<file path="config.mk">
export PLATFORM = sky130hd
export DESIGN_NAME = sat_counter
export DESIGN_NICKNAME = d
export VERILOG_FILES = /design/src/rtl/sat_counter.sv
export SDC_FILE = /design/constraint.sdc
export NUM_CORES = 1
export LEC_CHECK = 0
export ABC_AREA = 1
export CORE_AREA = 2 2 39 41
export CTS_BUF_LIST = sky130_fd_sc_hd__clkbuf_8
export CTS_CLUSTER_DIAMETER = 120
export DETAILED_ROUTE_END_ITERATION = 8
export DIE_AREA = 0 0 41 43
export DONT_BUFFER_PORTS = 1
export MAX_ROUTING_LAYER = met4
export SYNTH_ARGS = -nofsm -noshare
export SYNTH_HDL_FRONTEND = slang
export SYNTH_SLANG_ARGS = --single-unit
</file>
<file path="constraint.sdc">
create_clock -name clk -period 3.4 [get_ports clk]
set_input_delay 1.02 -clock clk [delete_from_list [all_inputs] [get_ports clk]]
set_output_delay 1.02 -clock clk [all_outputs]
set_load 0.02 [all_outputs]
</file>
<file path="src/rtl/sat_counter.sv">
// Up-counter that sticks at all-ones; synchronous clear has priority over increment.
// The reset input is asynchronous and active-low.
module sat_counter #(
  parameter int W = 8
) (
  input  logic         clk,
  input  logic         reset,
  input  logic         clr,
  input  logic         inc,
  output logic [W-1:0] q
);

  logic [W-1:0] q_reg;

  always_ff @(posedge clk or negedge reset) begin
    if (!reset) begin
      q_reg <= '0;
    end else if (clr) begin
      q_reg <= '0;
    end else if (inc && (q_reg != {W{1'b1}})) begin
      q_reg <= q_reg + W'(1);
    end
  end

  assign q = q_reg;

endmodule

</file>
* Yosys cells after proc, flatten, opt, wreduce, memory -nomap -nowiden *
Index checks and enable logic that the tools add are counted.

word-level totals
  register bits = 8
  bits of input ports = 4

operators by class
  $add $sub $neg = 1
  eq/ne operators = 1
  mux-type cells = 2
  reduce and logical (&&, ||, !) cells = 2

operators by type and width
  kind                                                           number
  8-bit 2-to-1 mux                                               2
  8-bit by 1-bit adder with 8-bit output, second input constant  1
  8-bit != test, second input constant                           1
  2-bit nonzero test                                             1
  1-bit logical AND                                              1

* Longest topological paths before layout *
Gate-level depths: netlist (run 1).

  depth after elaboration = 4
  gate-level depth with buffers = 9
  gate-level depth less buffers = 9

* Least setup slack after synthesis (run 1) *
Ideal clock, no wire load.

  kind = input port to flip-flop
  start point = in inc
  end point = reg q_reg[7] (netlist: q[7])
  setup time = 113 ps
  arrival = 1431 ps
  setup slack = 1856 ps
  stages on the path = 5
  buffers on the path = 0
  cells stage by stage = inv_1 > a21oi_1 > nand3_1 > nand2_1 > inv_1

on the way
  word-level cells in the longest chain between the ends = 2

ends and longest elaborated chain
  item                          RTL line  text
  from (decl)                   9         input logic inc,
  1-bit logical AND             20        end else if (inc && (q_reg != {W{1'b1}})) begin
  2-bit nonzero test (no line)  --
  to (signal assigned)          21        q_reg <= q_reg + W'(1);
  to (decl)                     13        logic [W-1:0] q_reg;

No other way between the ends.
A chain may end at the register's enable or synchronous reset.

* Final worst setup path (run 1) *
  start point = reg q_reg[5] (netlist: q[5])
  end point = out q[5]

RTL lines
  item       RTL line  text
  to (decl)  10        output logic [W-1:0] q

No word-level cell between the ends.

==> results of run 1 <==
## layer usage
metal	wire length, µm	global-route usage	vias to the layer above
met1	552	0.237	196
met3	43	0.0681	2
met2	444	0.200	8
met5	0	-	-
li1	-	-	243
met4	23	0.0800	0
## Yosys cell counts, drive strengths merged
master / n
nand2: 28
inv: 10
nand3: 9
dfrtp: 8
nor2: 7
a21oi: 5
nor3: 2
o21bai: 2
clkinv: 1
ha: 1
o21ai: 1
## power groups by stage
stage / combinational (mW) / sequential (mW) / clock (mW)
4_1_cts: 0.0171 / 0.111 / 0.117
6_report: 0.0169 / 0.111 / 0.113
3_3_place_gp: 0.0169 / 0.113 / 0
5_1_grt: 0.0192 / 0.112 / 0.127
2_1_floorplan: 0.0143 / 0.111 / 0
3_5_place_dp: 0.0170 / 0.113 / 0
## logic make-up (layout without fill, tap and decap cells)
logic type	Yosys count	in the layout
AO/OA/AOI/OAI	8	8
adder cells (fa/ha/maj)	1	1
buffers and inverters	11	14
flip-flops	8	8
AND/OR/NAND/NOR	46	46
## path summary, 6_finish.rpt
| path | end | startpoint | cells past startpoint |
|---|---|---|---|
| min in group clk | q[6] | q[6] | 2 |
| max in group asynchronous | q[5] | reset | 0 |
| worst min-delay path | q[7] | reset | 0 |
| worst max register to register | q[7] | q[1] | 7 |
| worst max-delay path | q[5] | q[5] | 0 |
| worst min register to register | q[6] | q[6] | 2 |
## cell type report
| class | count | area (µm²) |
|---|---|---|
| fill | 143 | 811 |
| inverter | 11 | 46.3 |
| sequential | 8 | 200 |
| multi-input combinational | 55 | 265 |
| tap | 16 | 20.0 |
| clock buffer | 3 | 41.3 |
## metrics by stage
step	std cells	utilization	cell area (µm²)
floorplan	74	-	512
global placement	90	0.384	532
detailed placement	90	0.384	532
CTS	93	0.414	573
global route	93	0.414	573
finish	93	0.414	573
==> flow_summary.json, run 1 <==
{
  "num_antenna_cells": 0,
  "synth_top_area_cell": "dfrtp_1",
  "peakVddDrop_uv": 150,
  "critPathCaptureType": "output pin",
  "synth_top_cells_by_area": "dfrtp_1, nand2_1, nand3_1",
  "worst_skew_pair.late_latency_ns": 0.23,
  "synth-compound-area-share": 0.0954,
  "largest_register_ffs": 8,
  "timing_hold_violations_final": 0,
  "timing_worst_slew_pin_value_ns": 0.363,
  "synth.lib_cells_used.distinct": 15,
  "synth_adder_area_share": 0.0244,
  "layout_min_cycle_time_ns": 1.80,
  "cts_setup_buffers": 0,
  "yosys-mux-area-fraction": 0,
  "cts_hold_buffers": 0,
  "min-delay-path-class": "in2async",
  "clock_skew_ns": 0.00154,
  "seqPwrFrac": 0.461,
  "synth_top_family_by_area": "simple AND/OR/NAND/NOR gates",
  "half_perimeter_wire_length_after_placement_um": 820,
  "most_common_library_cell_in_the_layout_ignoring_fill_and_taps": "nand2_1",
  "area_delta_synth_final_pct": 12.0,
  "slew_viol_final": 0,
  "routed-via-count": 449,
  "finalNetCount": 84,
  "worst_ep_required_time_ns": 2.38,
  "chipWidth_um": 41,
  "synth_seq_area_share": 0.391,
  "via_per_inst": 4.83,
  "synth_seq_cells": 8,
  "groute.usage.overall": 0.167,
  "cp_data_arrival_time_ns": 0.78,
  "postRouteWirelength_um": 1060,
  "cts_max_path_bufs": 2,
  "static-leakage-power_nw": 0.282,
  "finalSetupViolations": 0,
  "switching_share": 0.243,
  "power.share.clock": 0.469,
  "floorplan.die.height_um": 43,
  "numPortBuffers": 0,
  "rows": 14,
  "h_tree_lvl_count": 1,
  "share_of_post_route_cells_with_drive_strength_above_1": 0.130,
  "detail_route.iter0.violations": 8,
  "netSwitchingPower_mw": 0.0587,
  "max_cap_violations": 0,
  "place.gp.congestion": 0.808,
  "fin_hold_ws_ns": 0.487,
  "outcome": "finished, final reports clean",
  "syn_avg_cell_area_um2": 6.92,
  "final_cell_mix": "nand2_1, inv_1, nand3_1, dfrtp_1, nor2_1",
  "synthesis.area_um2": 512,
  "final_critical_path_setup_slack_ns": 1.60,
  "vias_in_the_first_global_route": 433,
  "grt_overflow_total": 0,
  "critical_path_class": "reg2out",
  "ys.warnings.count": 0,
  "cts-root-buf": "clkbuf_8",
  "post-layout-total-power_mw": 0.242,
  "clkSlewWorstSetupHoldPaths_ns": 0.04,
  "setup_repair_after_global_routing_missed_its_margin": "no",
  "synth_simple_gate_area_frac": 0.399,
  "finalCritPeriodShare": 0.529,
  "crit_fanout": 7,
  "postSynthCellCount": 74,
  "start_kind": "flip-flop",
  "clock_tree_from_tritoncts": "yes",
  "num_io_pins": 12,
  "comb_power_share": 0.070,
  "grt_first_pass_wirelength_um": 1900,
  "worst_setup_slack_before_clock_tree_synthesis_ns": 1.76,
  "yosys.area_share.xor_xnor": 0,
  "ant_nets": 0,
  "timing.max_slew.rel_slack": 0.758,
  "cts_resized": 0,
  "clock_sink_count": 8,
  "dieArea_um2": 1760,
  "worst-r2r-setup-slack_ns": 1.87,
  "core_area_um2": 1380,
  "tns_ns": 0,
  "max_clock_freq_mhz": 556,
  "grt_max_degree": 9,
  "detail_route.drc_violations": 0,
  "number_of_detailed_routing_iterations_run_before_antenna_repair": 4,
  "synth_top_cell_area_share": 0.391,
  "cts_made_buffers": 3,
  "synth_nets": 79,
  "power.internal_mw": 0.183,
  "initial_antenna_violation_count": 0,
  "routedWlPerCell_um": 11.4,
  "pwr_density_cell_nw_per_um2": 422,
  "starting_utilization_of_the_core_area": 0.370
}
(Power assumes the default switching activity.)
==> inputs of run 2 (changes only) <==
==> constraint.sdc (replaced) <==
create_clock -name clk -period 1.46 [get_ports clk]
set_input_delay 0.438 -clock clk [delete_from_list [all_inputs] [get_ports clk]]
set_output_delay 0.438 -clock clk [all_outputs]
set_load 0.02 [all_outputs]
==> run 2 against run 1 <==
  * Sequential cell count did not move
  * Critical path depth rose by 9
  * First-iteration DRC count rose by 13%
  * Clock skew rose by 0.0033 ns
  * Non-clock buffer count rose by 8
  * Highest routed layer unchanged
==> flow_summary.json, run 2 (synthesized netlist as in run 1, its figures left out) <==
{
  "dieArea_um2": 1760,
  "fillerInstances": 144,
  "timing_hold_violations_final": 0,
  "groute.usage.overall": 0.172,
  "layout_min_cycle_time_ns": 1.30,
  "grt_overflow_total": 0,
  "min-delay-path-class": "in2reg",
  "met3RoutedLength_um": 87,
  "fin_hold_ws_ns": 0.358,
  "cts-root-buf": "clkbuf_8",
  "crit_fanout": 6,
  "max_cap_violations": 0,
  "num_antenna_cells": 0,
  "timing_worst_slew_pin_value_ns": 0.361,
  "detail_route.drc_violations": 0,
  "top_layer_used": "met4",
  "num_io_pins": 12,
  "clock_tree_from_tritoncts": "yes",
  "dp.cells": 97,
  "clock_skew_ns": 0.00487,
  "tns_ns": 0,
  "max_clock_freq_mhz": 769,
  "slew_viol_final": 0,
  "numPortBuffers": 0,
  "chipWidth_um": 41,
  "routedWlPerCell_um": 11.8,
  "final_cell_mix": "nand2_1, inv_1, nand3_1, dfrtp_1, buf_4",
  "most_common_library_cell_in_the_layout_ignoring_fill_and_taps": "nand2_1",
  "clock_sink_count": 8,
  "postRouteWirelength_um": 1190,
  "finalCritPeriodShare": 0.891,
  "ant_nets": 0,
  "share_of_post_route_cells_with_drive_strength_above_1": 0.212,
  "initial_antenna_violation_count": 0,
  "setup_repair_after_global_routing_missed_its_margin": "no",
  "worst_ep_required_time_ns": 1.57,
  "rows": 14,
  "pwr_density_cell_nw_per_um2": 898,
  "detailroute.wirelength.met2_um": 593,
  "place.gp.congestion": 0.811,
  "via_per_inst": 5.09,
  "routed-via-count": 514,
  "cts_made_buffers": 3,
  "largest_register_ffs": 8,
  "timing.max_slew.rel_slack": 0.759,
  "critical_path_class": "reg2reg",
  "grt_max_degree": 9,
  "critPathCaptureType": "flip-flop",
  "detail_route.iter0.violations": 9,
  "number_of_detailed_routing_iterations_run_before_antenna_repair": 4,
  "core_area_um2": 1380,
  "peakVddDrop_uv": 606,
  "clkSlewWorstSetupHoldPaths_ns": 0.04,
  "finalNetCount": 92,
  "vias_in_the_first_global_route": 494,
  "routed_metal_1_wirelength_um": 492,
  "final-instance-count-excl-fill": 101,
  "static-leakage-power_nw": 0.324,
  "cp_data_arrival_time_ns": 1.41,
  "finalSetupViolations": 0,
  "starting_utilization_of_the_core_area": 0.370,
  "area_delta_synth_final_pct": 24.9,
  "cts_setup_buffers": 0,
  "h_tree_lvl_count": 1,
  "floorplan.die.height_um": 43,
  "half_perimeter_wire_length_after_placement_um": 997,
  "start_kind": "flip-flop",
  "outcome": "finished, final reports clean",
  "grt_first_pass_wirelength_um": 1970,
  "cts_max_path_bufs": 2,
  "worst_skew_pair.late_latency_ns": 0.23
}
==> run 2: changes by cell type in the layout (fill, tap and decap cells not counted), sizes merged <==
cell         previous run  this run
dlygate4sd3             0         1
buf                     0         7
==> run 2: cell type report <==
type                    count  area (µm²)  share of cell area
multi-input cells          55         269               0.421
repair buffers              8        62.6              0.0978
well taps                  16        20.0              0.0313
clock buffers               3        41.3              0.0646
flip-flops and latches      8         200               0.313
inverters                  11        46.3              0.0724
==> run 2: worst paths after layout <==
check	start	depth (start not counted)	end	slack [ns]
setup / recovery	q[0]	9	q[1]	0.16
hold / removal	clr	3	q[7]	0.36
setup reg to reg	q[0]	9	q[1]	0.16
hold reg to reg	q[6]	2	q[6]	0.51
max in group asynchronous	reset	1	q[5]	0.63
min in group asynchronous	reset	1	q[0]	0.56
==> run 2: worst max-delay path, cell delays in order (launching register included) <==
cell and delay [ns]:
dfrtp_1 0.37, ha_1 0.22, nand2_2 0.11, nor2_2 0.05, nand2_1 0.08, nand2_2 0.06, nand2_4 0.10, clkinv_4 0.08
nand2_1 0.06, nand2_1 0.05
==> run 2: power breakdown <==
group,total (mW),internal [mW],switching (mW)
Clock,0.256,0.178,0.0780
Combinational,0.0758,0.0275,0.0482
Sequential,0.243,0.233,0.0102
Total,0.574,0.438,0.136
==> run 2: layer usage <==
metal / vias to the layer above / GRT usage
met2: 21 / 0.253
li1: 257 / -
met3: 2 / 0.0471
met4: 0 / 0.0800
met1: 234 / 0.212
met5: - / -
==> run 2: through the flow <==
stage | util | setup slack [ns] | area, µm² | power (mW)
floorplan | - | 0.0969 | 512 | 0.292
global placement | 0.422 | 0.182 | 584 | 0.314
detailed placement | 0.422 | 0.0849 | 584 | 0.316
finish | 0.462 | 0.159 | 639 | 0.574
global route | 0.462 | 0.0221 | 639 | 0.602
CTS | 0.459 | 0.0711 | 636 | 0.584
==> run 2: timing repair <==
item | CTS | global route
setup endpoints to repair | 0 | 1
resized for setup | 0 | 1
hold buffers | 1 | 0
endpoints found under the hold margin | 8 | 0
==> inputs of run 3 (changes only) <==
--- a/config.mk
+++ b/config.mk
@@ -13,6 +13,7 @@
 export DIE_AREA = 0 0 41 43
 export DONT_BUFFER_PORTS = 1
 export MAX_ROUTING_LAYER = met4
+export SLEW_MARGIN = 25
 export SYNTH_ARGS = -nofsm -noshare
 export SYNTH_HDL_FRONTEND = slang
 export SYNTH_SLANG_ARGS = --single-unit
==> constraint.sdc (replaced) <==
create_clock -name clk -period 1.1 [get_ports clk]
set_input_delay 0.33 -clock clk [delete_from_list [all_inputs] [get_ports clk]]
set_output_delay 0.33 -clock clk [all_outputs]
set_load 0.02 [all_outputs]
==> run 3 against run 2 <==
  * The run now ends with setup timing left
  * Final cell count increased by 21%
  * Combinational power up 130%
  * Worst hold slack got worse by 0.11 ns
  * Worst setup slack got worse by 0.32 ns
  * Register-to-register slack worse by 0.31 ns
  * Clock skew fell by 0.0022 ns
  * First-iteration DRC count grew 100%
  * Critical path type is now reg2out
  * Highest routed layer unchanged
==> flow_summary.json, run 3 (synthesized netlist as in run 1, its figures left out) <==
{
  "cts_made_buffers": 3,
  "min-delay-path-class": "in2reg",
  "detail_route.drc_violations": 0,
  "critPathCaptureType": "output pin",
  "via_per_inst": 4.93,
  "cp_data_arrival_time_ns": 0.93,
  "grt_overflow_total": 0,
  "postRouteWirelength_um": 1780,
  "timing.max_slew.rel_slack": 0.741,
  "fillerInstances": 113,
  "num_io_pins": 12,
  "routedWlPerCell_um": 14.6,
  "finalCritPeriodShare": 1.14,
  "max_clock_freq_mhz": 795,
  "starting_utilization_of_the_core_area": 0.370,
  "critical_path_class": "reg2out",
  "slew_viol_final": 0,
  "cts-root-buf": "clkbuf_8",
  "final_cell_mix": "nand2_1, buf_4, buf_6, inv_1",
  "cts_max_path_bufs": 2,
  "power.share.clock": 0.430,
  "final_critical_path_setup_slack_ns": -0.158,
  "h_tree_lvl_count": 1,
  "critPathBufInv": 2,
  "final_util": 0.663,
  "cp_cell_sequence": "buf_6 -> buf_6",
  "top_layer_used": "met4",
  "worst_skew_pair.late_latency_ns": 0.23,
  "max_cap_violations": 0,
  "start_kind": "flip-flop",
  "netSwitchingPower_mw": 0.233,
  "routed_metal_1_wirelength_um": 711,
  "holdPathStages": 3,
  "switching_share": 0.267,
  "worst_setup_slack_before_clock_tree_synthesis_ns": -0.163,
  "numPortBuffers": 0,
  "failed_checks": "setup timing",
  "most_common_library_cell_in_the_layout_ignoring_fill_and_taps": "nand2_1",
  "rows": 14,
  "tns_ns": -1.75,
  "final-instance-count-excl-fill": 122,
  "layout_min_cycle_time_ns": 1.26,
  "num_antenna_cells": 0,
  "finalSetupViolations": 16,
  "place_area_um2": 683,
  "path_depth": 2,
  "power.internal_mw": 0.640,
  "vias_in_the_first_global_route": 569,
  "fin_hold_ws_ns": 0.248,
  "chipWidth_um": 41,
  "share_of_post_route_cells_with_drive_strength_above_1": 0.509,
  "crit_fanout": 4,
  "number_of_detailed_routing_iterations_run_before_antenna_repair": 4,
  "timing_worst_slew_pin_value_ns": 0.387,
  "detailroute.wirelength.met2_um": 913,
  "outcome": "complete, but fails checks",
  "pwr_density_cell_nw_per_um2": 951,
  "met3RoutedLength_um": 83,
  "fin_area_um2": 917,
  "clock_tree_from_tritoncts": "yes",
  "worst_reg_to_reg_cells": 9,
  "clock_skew_ns": 0.00267,
  "seqPwrFrac": 0.372,
  "largest_register_ffs": 8,
  "static-leakage-power_nw": 0.472,
  "clkSlewWorstSetupHoldPaths_ns": 0.04,
  "place.gp.congestion": 0.820,
  "finalNetCount": 112,
  "timing_hold_violations_final": 0,
  "floorplan.die.height_um": 43,
  "groute.usage.overall": 0.229,
  "critical_path.slowest_cell": "dfrtp_2",
  "critical_path.max_stage_delay_ns": 0.44,
  "setup_repair_after_global_routing_missed_its_margin": "yes",
  "initial_antenna_violation_count": 0,
  "dp.cells": 107,
  "comb_power_share": 0.199,
  "peakVddDrop_uv": 878,
  "area_delta_synth_final_pct": 79.2,
  "core_area_um2": 1380,
  "ant_nets": 0,
  "worst_ep_required_time_ns": 0.77,
  "detail_route.iter0.violations": 18,
  "dieArea_um2": 1760,
  "grt_max_degree": 9,
  "clock_sink_count": 8,
  "grt_first_pass_wirelength_um": 2530,
  "crit_top_cell": "buf_6",
  "post-layout-total-power_mw": 0.872,
  "path_delay_family": "flip-flops",
  "half_perimeter_wire_length_after_placement_um": 1000,
  "routed-via-count": 602
}
==> run 3: cell count changes in the layout (fill, tap and decap cells not counted), sizes merged <==
cell | previous run | this run
buf | 7 | 27
clkinv | 1 | 0
inv | 10 | 12
==> run 3: power by group through the flow <==
stage	Sequential (mW)	Combinational (mW)	Clock, mW
finish	0.324	0.173	0.375
global route	0.325	0.188	0.396
CTS	0.324	0.163	0.384
detailed placement	0.328	0.120	0
global placement	0.327	0.123	0
floorplan	0.347	0.0472	0
==> run 3: tightest hold or removal path: stages <==
cell,delay (ns)
a21oi_1,0.02
nand2_1,0.05
inv_1,0.04
==> run 3: area by class of cell <==
cell class                      count  area [µm²]  share of cell area
Multi-Input combinational cell     55         342               0.372
Inverter                           11        48.8              0.0532
Timing Repair Buffer               28         258               0.281
Sequential cell                     8         204               0.222
Clock buffer                        3        41.3              0.0450
Clock inverter                      1        3.75             0.00409
Tap cell                           16        20.0              0.0218
==> run 3: repair_timing <==
action / 4_1_cts / 5_1_grt
setup buffers: 6 / 4
endpoints found under the hold margin: 8 / 0
gates resized for setup: 23 / 8
endpoints found under the setup margin: 16 / 16
hold buffers: 1 / 0
pin swaps: 7 / 1
==> run 3: layer usage <==
| layer | global-route usage | vias to the layer above |
|---|---|---|
| li1 | - | 296 |
| met1 | 0.277 | 278 |
| met2 | 0.313 | 19 |
| met3 | 0.0733 | 9 |
| met4 | 0.153 | 0 |
| met5 | - | - |
==> run 3: final timing paths <==
path	startpoint	end	slack (ns)
worst min-delay path	clr	q[7]	0.25
min in group asynchronous	reset	q[7]	0.45
worst max-delay path	q[2]	q[2]	-0.16
worst max register to register	q[1]	q[4]	-0.15
max in group asynchronous	reset	q[0]	0.35
worst min register to register	q[4]	q[4]	0.67
